**src/rtl/pipe_adder_pkg.sv**
```systemverilog
// Shared helpers for the pipelined add/subtract unit: stage-count math and
// the control portion of the per-stage record.
package pipe_adder_pkg;

  // Operand and result widths vary per stage, so only the fixed-width
  // control fields live here; data widths are localparams in pipe_adder.
  typedef struct packed {
    logic valid;
    logic carry;
    logic sub;
  } stage_ctl_t;

  function automatic int n_stages(input int w, input int chunk);
    return (w + chunk - 1) / chunk;
  endfunction

  function automatic int slice_width(input int w, input int chunk, input int k);
    int rem;
    rem = w - k * chunk;
    return (rem < chunk) ? rem : chunk;
  endfunction

endpackage

```
**src/rtl/adder_chunk.sv**
```systemverilog
// Combinational CW-bit slice adder with carry in/out.
module adder_chunk
  import pipe_adder_pkg::*;
#(
  parameter int CW = 4
) (
  input  logic [CW-1:0] x,
  input  logic [CW-1:0] y,
  input  logic          ci,
  output logic [CW-1:0] s,
  output logic          co
);

  assign {co, s} = {1'b0, x} + {1'b0, y} + (CW+1)'(ci);

endmodule

```
**src/rtl/pipe_adder.sv**
```systemverilog
// Pipelined add/subtract: one CHUNK-bit slice per stage, carry registered
// between stages, global-enable valid/ready handshake.
module pipe_adder
  import pipe_adder_pkg::*;
#(
  parameter int W     = 8,
  parameter int CHUNK = 4
) (
  input  logic         clk,
  input  logic         rst_n,
  input  logic         in_valid,
  output logic         in_ready,
  input  logic [W-1:0] a,
  input  logic [W-1:0] b,
  input  logic         sub,
  output logic         out_valid,
  input  logic         out_ready,
  output logic [W:0]   sum,
  output logic         zero
);

  localparam int STAGES = n_stages(W, CHUNK);

  logic adv;

  assign adv      = !out_valid || out_ready;
  assign in_ready = adv;

  for (genvar k = 0; k < STAGES; k++) begin : g_st
    localparam int LO = k * CHUNK;
    localparam int CW = slice_width(W, CHUNK, k);
    localparam int OW = W - LO;   // operand bits still unresolved entering this stage
    localparam int DW = LO + CW;  // result bits known after this stage
    localparam int PK = (k > 0) ? k - 1 : 0;

    logic [OW-1:0] a_op, b_op;
    logic          ci, v_in, m_in;
    logic [CW-1:0] s_slice;
    logic          co;
    logic [DW-1:0] s_nxt, s_q;
    stage_ctl_t    ctl_q;

    if (k == 0) begin : g_head
      assign a_op  = a;
      assign b_op  = b ^ {W{sub}};
      assign ci    = sub;
      assign v_in  = in_valid;
      assign m_in  = sub;
      assign s_nxt = s_slice;
    end else begin : g_body
      // Upper operand bits ride along with the beat; the slice just consumed
      // by the previous stage is dropped.
      always_ff @(posedge clk or negedge rst_n) begin
        if (!rst_n) begin
          a_op <= '0;
          b_op <= '0;
        end else if (adv) begin
          a_op <= g_st[PK].a_op[OW+CHUNK-1:CHUNK];
          b_op <= g_st[PK].b_op[OW+CHUNK-1:CHUNK];
        end
      end
      assign ci    = g_st[PK].ctl_q.carry;
      assign v_in  = g_st[PK].ctl_q.valid;
      assign m_in  = g_st[PK].ctl_q.sub;
      assign s_nxt = {s_slice, g_st[PK].s_q};
    end

    adder_chunk #(.CW(CW)) u_add (
      .x  (a_op[CW-1:0]),
      .y  (b_op[CW-1:0]),
      .ci (ci),
      .s  (s_slice),
      .co (co)
    );

    always_ff @(posedge clk or negedge rst_n) begin
      if (!rst_n) begin
        ctl_q <= '0;
        s_q   <= '0;
      end else if (adv) begin
        ctl_q <= '{valid: v_in, carry: co, sub: m_in};
        s_q   <= s_nxt;
      end
    end

    if (k == STAGES - 1) begin : g_tail
      logic zero_q;

      // Top bit is carry for add and borrow (inverted carry) for subtract.
      always_ff @(posedge clk or negedge rst_n) begin
        if (!rst_n)   zero_q <= 1'b0;
        else if (adv) zero_q <= ({co ^ m_in, s_nxt} == '0);
      end

      assign out_valid = ctl_q.valid;
      assign sum       = {ctl_q.carry ^ ctl_q.sub, s_q};
      assign zero      = zero_q;
    end
  end

endmodule

```
**config.mk**
```make
export PLATFORM = sky130hd
export DESIGN_NAME = pipe_adder
export DESIGN_NICKNAME = d
export VERILOG_FILES = /design/src/rtl/pipe_adder_pkg.sv /design/src/rtl/adder_chunk.sv /design/src/rtl/pipe_adder.sv
export SDC_FILE = /design/constraint.sdc
export NUM_CORES = 1
export LEC_CHECK = 0
export BUFFER_PORTS_ARGS = -buffer_cell sky130_fd_sc_hd__buf_4
export CORE_MARGIN = 5
export CORE_UTILIZATION = 25
export DETAILED_ROUTE_END_ITERATION = 7
export GPL_TIMING_DRIVEN = 0
export PLACE_DENSITY_LB_ADDON = 0.08
export SETUP_SLACK_MARGIN = 0.3
export SYNTH_ARGS = -nofsm -noshare
export SYNTH_HDL_FRONTEND = slang
export SYNTH_SLANG_ARGS = --single-unit
```
**constraint.sdc**
```tcl
create_clock -name clk -period 2.6 [get_ports clk]
set_input_delay 0.78 -clock clk [delete_from_list [all_inputs] [get_ports clk]]
set_output_delay 0.78 -clock clk [all_outputs]
set_load 0.02 [all_outputs]
```
==> summary.txt, run 1 <==
Status
  – Status: completed

Critical path
  – Worst R2R End: zero
  – Reg2reg path depth: 7
  – Most used cell along the critical path: buf_4
  – CP max stage cell: buf_4
  – Max incr delay on CP: approximately 180 ps
  – WP buf/inv: 4
  – Crit. End Element: output port
  – Start point of the critical path: out_ready
  – Crit path capture: in_ready
  – Cells along the critical path: buf_4 > nor2b_2 > inv_2 > buf_4 > buf_4
  – Kind of critical path: input pin to output port
  – CP top delay family: buffers and inverters
  – Critical path startpoint category: input pin
  – CP max FO: 10
  – Reg2reg start: g_st[1].a_op[0]
  – Worst Path Required: 1820 ps
  – Crit path depth: 5
  – CP arrival: 1450 ps
  – Reg2Reg Setup Slack: 650 ps

Power
  – Sw frac: 0.353
  – Clock network power share: 0.177
  – Pwr dens: 763 nW/µm²
  – Worst VDD drop: 0.000218 V
  – LEAKAGE: 0.868 nW
  – Total Power: 0.00135 W
  – P_sw: 0.000475 W
  – Combinational cell fraction of total power: 0.385
  – Total internal power: roughly 0.00087 W
  – Sequential power share: 0.438

Synth
  – Mapped Cells: 139
  – EDFF count, synth: 0
  – Share of the synthesized area in the top cell type: 0.495
  – Post-synthesis net count: 169
  – Synth warn: 0
  – Yosys top cell by area: dfrtp_1
  – Mean Syn Cell Area: 9.83 µm²
  – Async set-reset flop share out of synthesis: 1.00
  – Top-count cell post-synth: nand2_1
  – Distinct cells, synth: 23
  – Sequential area share after synthesis: 0.495
  – Synth top cells by count: nand2_1, dfrtp_1, o21ai_0
  – Seq cells post-synth: 27
  – Mapped cell area: 1370 µm²
  – Ys flop type: dfrtp_1
  – Synth area leaders: dfrtp_1, nand2_1, ha_1

Detailed routing
  – Routed Antenna Nets: 0
  – DRT iter0 DRCs: between 80 and 90
  – Routed vias/inst: roughly 4
  – DRC viols: 0
  – Drt first pass iters: 4
  – Wire per inst: 12.9 µm
  – Drt total wl: 3220 µm
  – DR vias: 1019

Clocking
  – Post-CTS Hold Buffers: 0
  – Clock buffer depth: 2
  – Clk pin slew, worst setup/hold paths: about 90 ps
  – Cts bufs inserted: 3
  – Num Clock Sinks: 27
  – CTS tree: yes
  – Root Buffer: clkbuf_8
  – H-Tree Depth: 1
  – Worst-Skew Late Latency: 270 ps

Place
  – Dpl hpwl: 2390 µm
  – IO Port Bufs: 31
  – Final Wtd Congestion: 0.763

GRT
  – All-Layer GR Usage: 0.0996
  – Largest net degree at the start of global routing: 28
  – Number of global-route vias before repair: approximately 1.1k
  – Initial antenna violation count: 0
  – Congestion Overflow GR: 0
  – Global-route wire length before repair: 5550 µm

Floorplan
  – Die area: 7040 µm²
  – I/O pin count: 33
  – Rows: 27
  – Core Area: 5410 µm²
  – Die height: 83.9 µm
  – Initial Util: 0.253
  – Die W: 83.9 µm

STA
  – Slew headroom: 0.650
  – Crit path time final: 2230 ps
  – Setup TNS: 0 ps
  – Final hold slack: 413 ps
  – Fmax: 449 MHz
  – Final period util: 0.857
  – Final setup violation count: 0
  – Worst-margin pin slew: 525 ps
  – Worst Skew: 6.91 ps
  – RSZ-0062 raised after global routing: false
  – Pins Over Slew Limit: 0
  – Endpoints failing hold: 0

Finish
  – Layout Nets: 208
  – # diodes: 0
  – Post-layout util: 0.326
  – Layout area overhead: 29.0%
  – Share of layout cells above drive strength 1: 0.254

Job
  – Max cap viols: 0

Hold path
  – Type of the tightest min-delay check: input pin to async pin
timing repair:
action | in CTS | in global routing
buffers inserted | 0 | 3
endpoints found under the setup margin | 1 | 1
endpoints found under the hold margin | 0 | 0
resized for setup | 3 | 1
registers in the layout (all words and copies together) (netlist names):
name and flops:
g_st.ci 1, g_st.v_in 1, zero 1, g_st.a_op 4, g_st.s_q 12, out_valid 1
g_st.m_in 1, g_st.ctl_q 2, g_st.b_op 4
worst min path at each step:
stage	start	to	slack [ps]
after CTS	rst_n	g_st[0].s_q[0]	420
after detailed placement	g_st[1].s_q[0]	g_st[1].s_q[0]	460
final	rst_n	g_st[1].s_q[2]	410
after floorplan	g_st[1].v_in	g_st[1].v_in	430
after global placement	g_st[1].v_in	g_st[1].v_in	450
after global routing	rst_n	g_st[1].b_op[2]	430
power groups by stage:
stage	registers (W)	clock network [W]	logic, W
CTS	0.000592	0.000249	0.000524
detailed placement	0.000599	0	0.000521
floorplan	0.000651	0	0.000253
global placement	0.000596	0	0.000515
finish	0.000589	0.000238	0.000519
global route	0.000605	0.000275	0.000585
final cells by class:
| class | instances | area [µm²] |
|---|---|---|
| well taps | 72 | 90.1 |
| flip-flops and latches | 27 | 676 |
| inverters | 4 | 15.0 |
| fillers | 583 | 3640 |
| multi-input cells | 102 | 647 |
| repair buffers | 34 | 255 |
| clock buffers | 4 | 45.0 |
| plain buffers | 6 | 35.0 |
worst register-to-register path, stage by stage, from the launching register on:
cell,delay (ps)
dfrtp_1,410
fa_1,460
inv_1,90
fa_1,200
xor2_1,190
nand3_1,90
nor3b_1,230
a32o_1,200
cell usage in the layout (no fill, tap or decap), types with 4 or more instances in the layout:
| cell | n |
|---|---|
| xnor2_1 | 7 |
| nor2_1 | 7 |
| o21ai_0 | 9 |
| a21oi_1 | 5 |
| dfrtp_1 | 27 |
| xor2_1 | 7 |
| buf_4 | 35 |
| clkbuf_1 | 4 |
| nand2_1 | 45 |
| ha_1 | 6 |
logic make-up after synthesis:
group / share of synthesized area
flops: 0.495
xor+xnor: 0.0897
simple gates: 0.170
mux: 0.0220
fa+ha+maj: 0.0989
buf+inv: 0.0339
compound gates: 0.0907
through the flow:
| step | instance area (µm²) | setup WS, ps | instances |
|---|---|---|---|
| floorplan | 1370 | 426 | 139 |
| global placement | 1690 | 161 | 242 |
| detailed placement | 1690 | 143 | 242 |
| CTS | 1740 | 313 | 246 |
| global route | 1760 | 319 | 249 |
| finish | 1760 | 372 | 249 |
layer usage:
layer | up-vias | GRT usage | wire length [µm]
li1 | 520 | - | -
met1 | 474 | 0.133 | 1550
met2 | 23 | 0.156 | 1540
met3 | 2 | 0.0178 | 114
met4 | 0 | 0.0439 | 26
met5 | - | 0 | 0
No activity file was read; power rests on OpenSTA's default activity.
==> inputs of run 2 (changes only) <==
--- a/config.mk
+++ b/config.mk
@@ -5,7 +5,9 @@
 export SDC_FILE = /design/constraint.sdc
 export NUM_CORES = 1
 export LEC_CHECK = 0
+export ABC_AREA = 1
 export BUFFER_PORTS_ARGS = -buffer_cell sky130_fd_sc_hd__buf_4
+export CORE_ASPECT_RATIO = 0.9
 export CORE_MARGIN = 5
 export CORE_UTILIZATION = 25
 export DETAILED_ROUTE_END_ITERATION = 7
==> summary.txt, run 2 <==
Floorplan
  – Rows: 26 (-3.7%)
  – Die W: 89.3 µm (+6.4%)
  – Core Area: 5600 µm² (+3.5%)
  – Die height: 81.3 µm (-3.1%)
  – I/O pin count: 33 (unchanged)
  – Initial Util: 0.253 (about the same)
  – Die area: 7260 µm² (+3.1%)

Critical path
  – CP arrival: 1420 ps (-30 ps)
  – Start point of the critical path: out_ready
  – Crit path depth: 5 (unchanged)
  – CP top delay family: buffers and inverters
  – Crit. End Element: output port
  – Cells along the critical path: buf_4 > nor2_4 > inv_2 > buf_2 > buf_4
  – Critical path startpoint category: input pin
  – Worst Path Required: 1820 ps (about the same)
  – Max incr delay on CP: 190 ps (about the same)
  – CP max stage cell: buf_2
  – Kind of critical path: input pin to output port
  – CP max FO: 10 (unchanged)
  – Reg2reg start: g_st[1].a_op[0]
  – WP buf/inv: 4 (unchanged)
  – Reg2reg path depth: 9 (+2)
  – Most used cell along the critical path: buf_4

Power
  – Clock network power share: 0.184 (+0.007)
  – LEAKAGE: 0.925 nW (+6.6%)
  – Total internal power: 0.000832 W (-4.4%)
  – Pwr dens: 731 nW/µm² (-4.2%)
  – Worst VDD drop: 0.000324 V (+48%)
  – Total Power: 0.00131 W (-2.9%)
  – Sequential power share: 0.439 (about the same)
  – Combinational cell fraction of total power: 0.378 (-0.007)
  – P_sw: 0.000474 W (-0.24%)
  – Sw frac: 0.363 (+0.00968)

STA
  – Crit path time final: 2200 ps (-32.7 ps)
  – Pins Over Slew Limit: 0 (unchanged)
  – Worst-margin pin slew: 353 ps (-172 ps)
  – Setup TNS: 0 ps (unchanged)
  – RSZ-0062 raised after global routing: false
  – Fmax: 455 MHz (+1.5%)
  – Slew headroom: 0.765 (+0.115)
  – Endpoints failing hold: 0 (unchanged)
  – Final setup violation count: 0 (unchanged)
  – Final WS setup: 404 ps (+32.7 ps)
  – Final period util: 0.844 (-0.0126)
  – Worst Skew: 3.44 ps (-3.47 ps)

Synth
  – Ys flop type: dfrtp_1
  – Synth area leaders: dfrtp_1, nand2_1, ha_1
  – Top-count cell post-synth: nand2_1
  – Share of the synthesized area in the top cell type: 0.478 (-0.0166)
  – Async set-reset flop share out of synthesis: 1.00 (unchanged)
  – Synth warn: 0 (unchanged)
  – Synth top cells by count: nand2_1, dfrtp_1, inv_1, o21ai_0, nor2_1
  – Mapped Cells: 165 (+19%)
  – EDFF count, synth: 0 (unchanged)
  – Sequential area share after synthesis: 0.478 (-0.0166)
  – Post-synthesis net count: 195 (+15%)
  – Mapped cell area: 1410 µm² (+3.5%)
  – Seq cells post-synth: 27 (unchanged)
  – Mean Syn Cell Area: 8.57 µm² (-13%)
  – Yosys top cell by area: dfrtp_1
  – Distinct cells, synth: 20 (-13%)

Place
  – Final Wtd Congestion: 0.755 (-1.1%)
  – Place WS: 272 ps (+129 ps)
  – IO Port Bufs: 31 (unchanged)
  – Dpl hpwl: 2600 µm (+8.4%)
  – Placed inst area: 1730 µm² (+2.7%)

Finish
  – Commonest non-fill, non-tap cells in the layout: nand2_1, buf_4, dfrtp_1
  – Layout Nets: 232 (+12%)
  – # diodes: 0 (unchanged)
  – Final Cell Area: 1790 µm² (+1.3%)
  – Top Registers: g_st.s_q: 12 flops, g_st.a_op: 4 flops, g_st.b_op: 4 flops
  – Max FFs per register: 12 (unchanged)
  – Fillers: 624 (+7.0%)
  – Largest register by flop count: g_st.s_q
  – Commonest non-fill, non-tap cell in the layout: nand2_1
  – Share of layout cells above drive strength 1: 0.214 (-0.0403)
  – Layout area overhead: 26.4%
  – Post-layout util: 0.319 (-0.00684)

GRT
  – GRT met3 Usage: 0.0162 (-0.00154)
  – Congestion Overflow GR: 0 (unchanged)
  – All-Layer GR Usage: 0.0996 (about the same)
  – Initial antenna violation count: 0 (unchanged)
  – Largest net degree at the start of global routing: 28 (unchanged)
  – Met2 usage: 0.163 (+0.00729)
  – Layer with the highest usage: met2
  – Global-route wire length before repair: 5550 µm (+0.13%)
  – M1 GR Usage: 0.137 (+0.00385)
  – Number of global-route vias before repair: 1169 (+7.3%)

Detailed routing
  – DR vias: 1118 (+9.7%)
  – DRT iter0 DRCs: 32 (-60%)
  – Routed vias/inst: 4.13 (+0.81%)
  – Routed Antenna Nets: 0 (unchanged)
  – DRC viols: 0 (unchanged)
  – Drt total wl: 3350 µm (+3.8%)
  – Wire per inst: 12.3 µm (-4.6%)
  – Drt first pass iters: 4 (unchanged)

Clocking
  – H-Tree Depth: 1 (unchanged)
  – Num Clock Sinks: 27 (unchanged)
  – Root Buffer: clkbuf_8
  – Cts bufs inserted: 3 (unchanged)
  – Post-CTS sizing: 0 (-3)
  – CTS tree: yes
  – Worst-Skew Late Latency: 270 ps (about the same)
  – Clk pin slew, worst setup/hold paths: 100 ps (about the same)
  – Clock buffer depth: 2 (unchanged)

Job
  – Max cap viols: 0 (unchanged)

Hold path
  – Type of the tightest min-delay check: input pin to async pin

Status
  – Status: completed
[run 2: worst register-to-register path, cell delays in order, from the launching register on]
cell and delay [ps]:
dfrtp_1 410, fa_1 450, inv_1 80, fa_1 400, inv_1 60, nor2_1 50
nand2_1 50, nor2_1 40, nand3_1 70, nand2_1 50
[run 2: kinds of logic after synthesis]
| logic type | Yosys count | share of synthesized area |
|---|---|---|
| simple gates | 71 | 0.208 |
| compound gates | 23 | 0.0832 |
| buf+inv | 27 | 0.0858 |
| fa+ha+maj | 9 | 0.0956 |
| xor+xnor | 8 | 0.0496 |
| flops | 27 | 0.478 |
[run 2: worst paths after layout]
path                              endpoint  slack (ps)
max                               in_ready         400
min                        g_st[1].a_op[1]         410
max reg2reg                           zero         830
min reg2reg                      out_valid         460
max in group asynchronous   g_st[1].s_q[4]        1930
min in group clk                 out_valid         460
[run 2: timing repair]
action | 4_1_cts | 5_1_grt
endpoints found under the hold margin | 0 | 0
endpoints found under the setup margin | 1 | 0
buffers inserted | 1 | 0
hold buffers | 0 | 0
[run 2: area by class of cell]
cell class                 instances  area, µm²  share of cell area
tap                               70       87.6              0.0490
buffer                             6       42.5              0.0238
inverter                          21       78.8              0.0441
clock buffer                       4       45.0              0.0252
timing repair buffer              32        240               0.134
sequential                        27        676               0.378
multi-input combinational        111        617               0.345
[run 2: layer usage]
metal,vias up,wire (µm),part of all wire
met2,24,1490,0.45
met5,-,0,0
met1,506,1650,0.49
met3,2,174,0.052
li1,586,-,-
met4,0,33,0.0099
[run 2: power by group through the flow]
| stage | clock network, W | registers [W] | logic (W) |
|---|---|---|---|
| floorplan | 0 | 0.000632 | 0.000247 |
| global placement | 0 | 0.000579 | 0.000497 |
| detailed placement | 0 | 0.000583 | 0.000502 |
| CTS | 0.000247 | 0.000575 | 0.000507 |
| global route | 0.000262 | 0.000588 | 0.000562 |
| finish | 0.000240 | 0.000573 | 0.000493 |
[run 2: through the flow]
stage                     std cells  hold slack [ps]
after CTS                       271              426
after floorplan                 165              423
after detailed placement        266              443
after global placement          266              432
after global routing            271              436
final                           271              414
